## config.mk

```make
export PLATFORM = sky130hd
export DESIGN_NAME = seg7_scan_ctrl
export DESIGN_NICKNAME = d
export VERILOG_FILES = /design/src/rtl/seg7_scan_ctrl.sv
export SDC_FILE = /design/constraint.sdc
export NUM_CORES = 1
export LEC_CHECK = 0
export BUFFER_PORTS_ARGS = -buffer_cell sky130_fd_sc_hd__buf_2
export CELL_PAD_IN_SITES_DETAIL_PLACEMENT = 1
export CELL_PAD_IN_SITES_GLOBAL_PLACEMENT = 2
export CORE_MARGIN = 8
export CORE_UTILIZATION = 34
export CTS_CLUSTER_DIAMETER = 150
export CTS_CLUSTER_SIZE = 24
export DETAILED_ROUTE_END_ITERATION = 6
export PLACE_DENSITY = 0.74
export SETUP_SLACK_MARGIN = 0.1
export SLEW_MARGIN = 10
export SYNTH_ARGS = -nofsm -noshare
export SYNTH_HDL_FRONTEND = slang
export SYNTH_SLANG_ARGS = --single-unit
```

## constraint.sdc

```tcl
create_clock -name i_clk -period 2 [get_ports i_clk]
set_input_delay 0.1 -clock i_clk [delete_from_list [all_inputs] [get_ports i_clk]]
set_output_delay 0.1 -clock i_clk [all_outputs]
set_load 0.03 [all_outputs]
```

## src/rtl/seg7_scan_ctrl.sv

```systemverilog
`default_nettype none
// ============================================================================
//  Module   : seg7_scan_ctrl
//  Purpose  : Multiplexed 7-segment scanner with blank gap, leading-zero
//             suppression, PWM brightness and frame-aligned double buffer.
//  Revision : 1.0  initial release
// ============================================================================
module seg7_scan_ctrl #(
   parameter int DIGITS         = 4,
   parameter int DWELL_CLKS     = 10,
   parameter int BLANK_CLKS     = 2,
   parameter int SEL_ACTIVE_LOW = 0,
   parameter int SEG_ACTIVE_LOW = 1
) (
   input  logic                  i_clk,
   input  logic                  i_rst,
   input  logic [DIGITS*4-1:0]   i_bcd_data,
   input  logic [DIGITS-1:0]     i_dp,
   input  logic                  i_load,
   input  logic                  i_lz_en,
   input  logic [3:0]            i_bright,
   output logic [6:0]            o_seg,
   output logic                  o_dp,
   output logic [DIGITS-1:0]     o_sel,
   output logic                  o_frame_start
);

   localparam int c_CNT_MAX = (DWELL_CLKS > BLANK_CLKS) ? DWELL_CLKS : BLANK_CLKS;
   localparam int c_CW      = (c_CNT_MAX > 1) ? $clog2(c_CNT_MAX) : 1;
   localparam int c_DW      = $clog2(DIGITS);

   localparam logic [c_CW-1:0]   c_DWELL_LAST = c_CW'(DWELL_CLKS - 1);
   localparam logic [c_CW-1:0]   c_BLANK_LAST = c_CW'((BLANK_CLKS > 0) ? BLANK_CLKS - 1 : 0);
   localparam logic [c_DW-1:0]   c_DIGIT_LAST = c_DW'(DIGITS - 1);
   localparam logic              c_SEL_LOW    = (SEL_ACTIVE_LOW != 0);
   localparam logic              c_SEG_LOW    = (SEG_ACTIVE_LOW != 0);
   localparam logic [DIGITS-1:0] c_SEL_OFF    = {DIGITS{c_SEL_LOW}};
   localparam logic [6:0]        c_SEG_OFF    = {7{c_SEG_LOW}};

   typedef enum logic [0:0] {
      S_BLANK = 1'b0,
      S_ON    = 1'b1
   } state_t;

   // With no gap configured every slot starts directly in ON.
   localparam state_t c_ENTRY = (BLANK_CLKS > 0) ? S_BLANK : S_ON;

   state_t            r_state;
   state_t            w_state_nxt;
   logic [c_CW-1:0]   r_cnt;
   logic [c_CW-1:0]   w_cnt_nxt;
   logic [c_DW-1:0]   r_digit;
   logic [c_DW-1:0]   w_digit_nxt;
   logic [3:0]        r_pwm;
   logic [3:0]        w_pwm_nxt;
   logic              w_wrap;

   logic [DIGITS*4-1:0] r_pend_bcd;
   logic [DIGITS-1:0]   r_pend_dp;
   logic                r_pend;
   logic [DIGITS*4-1:0] r_act_bcd;
   logic [DIGITS-1:0]   r_act_dp;

   logic [3:0]          w_nib [DIGITS];
   logic [DIGITS-1:0]   w_dpk;
   logic [DIGITS-1:0]   w_zero;
   logic [DIGITS-1:0]   w_lz_blank;
   logic [DIGITS-1:0]   w_sel_hot;
   logic [3:0]          w_cur_nib;
   logic                w_cur_dp;
   logic                w_cur_blank;
   logic                w_lit;
   logic                w_show;
   logic                w_first;

   function automatic logic [6:0] f_decode(input logic [3:0] bcd);
      logic [6:0] seg;
      case (bcd)
         4'h0:    seg = 7'h3F;
         4'h1:    seg = 7'h06;
         4'h2:    seg = 7'h5B;
         4'h3:    seg = 7'h4F;
         4'h4:    seg = 7'h66;
         4'h5:    seg = 7'h6D;
         4'h6:    seg = 7'h7D;
         4'h7:    seg = 7'h07;
         4'h8:    seg = 7'h7F;
         4'h9:    seg = 7'h6F;
         4'hF:    seg = 7'h40;
         default: seg = 7'h00;
      endcase
      return seg;
   endfunction

   // ------------------------------------------------------------------ FSM
   always_ff @(posedge i_clk or posedge i_rst) begin
      if (i_rst) begin
         r_state <= c_ENTRY;
         r_cnt   <= '0;
         r_digit <= '0;
         r_pwm   <= '0;
      end else begin
         r_state <= w_state_nxt;
         r_cnt   <= w_cnt_nxt;
         r_digit <= w_digit_nxt;
         r_pwm   <= w_pwm_nxt;
      end
   end

   always_comb begin
      w_state_nxt = r_state;
      w_cnt_nxt   = r_cnt + 1'b1;
      w_digit_nxt = r_digit;
      w_pwm_nxt   = r_pwm;
      w_wrap      = 1'b0;
      case (r_state)
         S_BLANK: begin
            if (r_cnt == c_BLANK_LAST) begin
               w_state_nxt = S_ON;
               w_cnt_nxt   = '0;
               w_pwm_nxt   = '0;
            end
         end
         S_ON: begin
            w_pwm_nxt = r_pwm + 1'b1;
            if (r_cnt == c_DWELL_LAST) begin
               w_state_nxt = c_ENTRY;
               w_cnt_nxt   = '0;
               w_pwm_nxt   = '0;
               if (r_digit == c_DIGIT_LAST) begin
                  w_digit_nxt = '0;
                  w_wrap      = 1'b1;
               end else begin
                  w_digit_nxt = r_digit + 1'b1;
               end
            end
         end
         default: begin
            w_state_nxt = c_ENTRY;
            w_cnt_nxt   = '0;
         end
      endcase
   end

   // ----------------------------------------------------------- buffers
   // The transfer edge is the one entering digit 0, so a whole frame always
   // decodes from one snapshot; a coincident load refills pending for the next.
   always_ff @(posedge i_clk or posedge i_rst) begin
      if (i_rst) begin
         r_pend_bcd <= '0;
         r_pend_dp  <= '0;
         r_pend     <= 1'b0;
         r_act_bcd  <= '0;
         r_act_dp   <= '0;
      end else begin
         if (w_wrap) begin
            if (r_pend) begin
               r_act_bcd <= r_pend_bcd;
               r_act_dp  <= r_pend_dp;
            end
            r_pend <= i_load;
         end else if (i_load) begin
            r_pend <= 1'b1;
         end
         if (i_load) begin
            r_pend_bcd <= i_bcd_data;
            r_pend_dp  <= i_dp;
         end
      end
   end

   // ------------------------------------------------------ per-digit view
   for (genvar K = 0; K < DIGITS; K++) begin : g_digit
      assign w_nib[K]                = r_act_bcd[4*(DIGITS-K)-1 -: 4];
      assign w_dpk[K]                = r_act_dp[DIGITS-1-K];
      assign w_zero[K]               = (r_act_bcd[4*(DIGITS-K)-1 -: 4] == 4'd0) && !r_act_dp[DIGITS-1-K];
      assign w_sel_hot[DIGITS-1-K]   = (r_digit == c_DW'(K));
   end

   // A digit is a leading zero only while every digit to its left is too.
   always_comb begin
      logic v_run;
      v_run      = 1'b1;
      w_lz_blank = '0;
      for (int k = 0; k < DIGITS; k++) begin
         v_run         = v_run & w_zero[k];
         w_lz_blank[k] = i_lz_en & v_run & (k != DIGITS - 1);
      end
   end

   always_comb begin
      w_cur_nib   = 4'd0;
      w_cur_dp    = 1'b0;
      w_cur_blank = 1'b0;
      for (int k = 0; k < DIGITS; k++) begin
         if (r_digit == c_DW'(k)) begin
            w_cur_nib   = w_nib[k];
            w_cur_dp    = w_dpk[k];
            w_cur_blank = w_lz_blank[k];
         end
      end
   end

   assign w_lit   = (i_bright == 4'hF) || (r_pwm < i_bright);
   assign w_show  = (r_state == S_ON) && w_lit && !w_cur_blank;
   assign w_first = (r_state == c_ENTRY) && (r_cnt == '0) && (r_digit == '0);

   // ------------------------------------------------------------ outputs
   always_ff @(posedge i_clk or posedge i_rst) begin
      if (i_rst) begin
         o_sel         <= c_SEL_OFF;
         o_seg         <= c_SEG_OFF;
         o_dp          <= c_SEG_LOW;
         o_frame_start <= 1'b0;
      end else begin
         o_sel         <= (w_show ? w_sel_hot : '0) ^ c_SEL_OFF;
         o_seg         <= (w_show ? f_decode(w_cur_nib) : 7'h00) ^ c_SEG_OFF;
         o_dp          <= (w_show & w_cur_dp) ^ c_SEG_LOW;
         o_frame_start <= w_first;
      end
   end

endmodule
`default_nettype wire

```

==> results.json <==
{
  "status": "complete, no violations",
  "critPathSlowestCell": "dfrtp_1",
  "cts_buffers": 9,
  "cp-start-kind": "register",
  "most-common-layout-cells": "dfrtp_1, mux2_2, buf_2",
  "num_rows": 34,
  "worst_r2r_path_depth": 10,
  "ys_seq_area_share_pct": 53.1,
  "route.detailed.drc": 0,
  "p_total_mw": 3.06,
  "synth-async-reset-ratio_pct": 100,
  "crit_top_cell": "inv_2",
  "ff_latch_area_um2": 1640,
  "tightest_slew_ps": 469,
  "crit_fanout": 4,
  "grt_pass1_vias": 2491,
  "ys_ff_latch": 65,
  "cp_slowest_stage_delay_ps": 430,
  "place_inst": 427,
  "min_to": "o_sel[0]$_DFF_PP0_",
  "drive_gt1_share_pct": 46.3,
  "maxCapViolations": 0,
  "gr-total-overflow": 0,
  "die_x_um": 111,
  "r2r_end": "o_seg[3]$_DFF_PP1_",
  "vias": 2289,
  "final_common_cell": "dfrtp_1",
  "clkLatencyLatePin_ps": 340,
  "synth_ff_type": "dfrtp_1",
  "dp_hpwl_mm": 4.94,
  "diodes": 0,
  "finalCritPeriodShare_pct": 97.2,
  "worstSetupPathType": "reg -> reg",
  "dr.first_iter.drc_count": 64,
  "die_h_um": 111,
  "setup_viol": 0,
  "ir_worst_vdd_mv": 0.326,
  "fin_cells": 471,
  "grt_setup_unrepaired": "yes",
  "arrival_ps": 2210,
  "grt_pass1_wl_mm": 12.1,
  "synthCells": 265,
  "synth_edf_count": 0,
  "hold_path_depth": 4,
  "crit_required_ps": 2260,
  "syn_nets": 310,
  "syn_to_final_growth_pct": 36.0,
  "tns_ps": 0,
  "track_usage_pct": 11.8,
  "core_um2": 8760,
  "p_leak_nw": 1.90,
  "antenna_found_initial": 0,
  "r2r_setup_slack_ps": 60,
  "io_buffers": 40,
  "fill_cells": 939,
  "synth.distinct_cells": 42,
  "yosys-top-cells-area": "dfrtp_1, mux2_2, ha_1",
  "relSlewSlack_pct": 68.7,
  "grt_start_max_net_pins": 66,
  "fin_skew_ps": 10.8,
  "r2r_start": "r_digit[0]$_DFFE_PP0P_",
  "cts_buffer_depth": 2,
  "totalWireLength_mm": 7.22,
  "gp_congestion": 0.902,
  "crit_path_end_kind": "register",
  "cts_max_level": 3,
  "crit_chain": "inv_2 -> ha_4 -> nand2_2 -> o211ai_1 -> o311ai_4 -> inv_2 -> ha_1 -> inv_1 -> o211a_1 -> o21ai_1",
  "tritoncts": "done",
  "synth.avg_cell_area_um2": 11.6,
  "dieArea_um2": 12400,
  "num_io_pins": 41,
  "synth_top_area_share_pct": 46.3,
  "fin_hold_ws_ps": 219,
  "hold_class": "in -> reg",
  "synth_top_area_cell": "dfrtp_1",
  "vias_per_cell": 4.86,
  "fmax_mhz": 514,
  "power.density_nw_per_um2": 731,
  "wire_per_inst_um": 15.3,
  "nets": 403,
  "path_clk_slew_ps": 80,
  "critPathBufInv": 3,
  "start_util_pct": 35.2,
  "antenna_left": 0,
  "root_buffer": "clkbuf_8",
  "cpLargestDelayFamily": "compound AO/OA/AOI/OAI gates",
  "first_pass_iters": 4,
  "synthesis.area_um2": 3080,
  "worstHoldStart": "i_bright[1]",
  "ys_warn_count": 0,
  "hold_viol_final": 0,
  "multi_input_area_um2": 1440,
  "period_needed_ps": 1940,
  "cts.sinks": 65,
  "slew_viol_final": 0
}
-- routing by layer --
metal | vias to the layer above | part of all wire [%] | track usage [%]
li1 | 1111 | - | -
met1 | 1126 | 46 | 14.5
met2 | 41 | 47 | 18.7
met3 | 11 | 4.3 | 3.25
met4 | 0 | 2.0 | 5.87
met5 | - | 0 | 0
-- synth_stat cells (2+ instances only) --
cell / number
a211oi_1: 2
a21o_1: 3
a21oi_1: 9
and2_1: 2
and2_4: 2
buf_2: 6
clkbuf_1: 3
dfrtp_1: 57
dfstp_2: 8
ha_1: 17
inv_1: 17
mux2_2: 41
nand2_1: 28
nand2b_1: 4
nand3_1: 5
nand3b_1: 3
nand4_1: 3
nor2_1: 11
nor2b_1: 2
nor3_1: 3
o211a_1: 2
o211ai_1: 4
o21ai_0: 13
o311ai_0: 2
-- what timing repair did --
action | in CTS | in global routing
endpoints found under the hold margin | 77 | 0
pin swaps | 11 | 11
buffers inserted | 4 | 2
cloned | 0 | 1
endpoints found under the setup margin | 11 | 31
resized for setup | 27 | 11
hold buffers | 21 | 0
-- cell families (layout without fill, tap and decap cells) --
family | Yosys count | in the layout | share of synthesized area (%)
AOI/OAI and AO/OA | 43 | 43 | 9.21
xor gates and xnor gates | 1 | 1 | 0.284
muxes | 42 | 42 | 15.3
adders and majority gates | 17 | 17 | 6.90
buffers and inverters | 28 | 126 | 3.90
and+or+nand+nor | 69 | 69 | 11.3
DFF | 65 | 65 | 53.1
-- how the worst max path moves through the flow --
stage                         end  depth (start not counted)  slack, ps                   start
6_report       o_seg[3]$_DFF_PP1_                         10         60  r_digit[0]$_DFFE_PP0P_
5_1_grt        o_seg[0]$_DFF_PP1_                         10        -30  r_digit[0]$_DFFE_PP0P_
4_1_cts        o_seg[5]$_DFF_PP1_                          9         70  r_digit[0]$_DFFE_PP0P_
3_5_place_dp   o_seg[6]$_DFF_PP1_                          8       -160  r_digit[0]$_DFFE_PP0P_
3_3_place_gp   o_seg[6]$_DFF_PP1_                          8        -50  r_digit[0]$_DFFE_PP0P_
2_1_floorplan  o_seg[6]$_DFF_PP1_                          9        100  r_digit[0]$_DFFE_PP0P_
-- power breakdown --
part | switching (mW) | total [mW] | leakage, nW | internal (mW)
Combinational | 0.152 | 0.345 | 1.02 | 0.193
Sequential | 0.0568 | 1.45 | 0.775 | 1.40
Clock | 0.529 | 1.27 | 0.105 | 0.737
-- worst register-to-register path, cell delays in order (launching register included) --
cell	delay [ps]
dfrtp_1	430
inv_2	120
ha_4	160
nand2_2	60
o211ai_1	260
o311ai_4	200
inv_2	110
ha_1	140
inv_1	40
o211a_1	220
o21ai_1	130
-- state kept, by name (all words and copies together), names as in the netlist --
| signal | cells |
|---|---|
| o_dp | 1 |
| o_frame_start | 1 |
| o_seg | 7 |
| o_sel | 4 |
| r_act_bcd | 16 |
| r_act_dp | 4 |
| r_cnt | 4 |
| r_digit | 2 |
| r_pend | 1 |
| r_pend_bcd | 16 |
| r_pend_dp | 4 |
| r_pwm | 4 |
| r_state | 1 |
-- stage by stage --
stage / area (µm²) / utilization (%) / worst slack (ps)
floorplan: 3090 / - / 97.8
global placement: 3580 / 40.9 / -52.4
detailed placement: 3580 / 40.9 / -159
CTS: 4150 / 47.3 / 75.0
global route: 4190 / 47.8 / -28.8
finish: 4190 / 47.8 / 56.3
-- layout make-up --
type                    instances  share of cell area, %
flip-flops and latches         65                   39.1
clock inverters                 6                   2.18
repair buffers                 93                   16.4
multi-input cells             172                   34.3
clock buffers                  10                   3.28
well taps                     108                   3.22
inverters                      17                   1.58
Note: power is estimated with default switching activity, not from simulation.
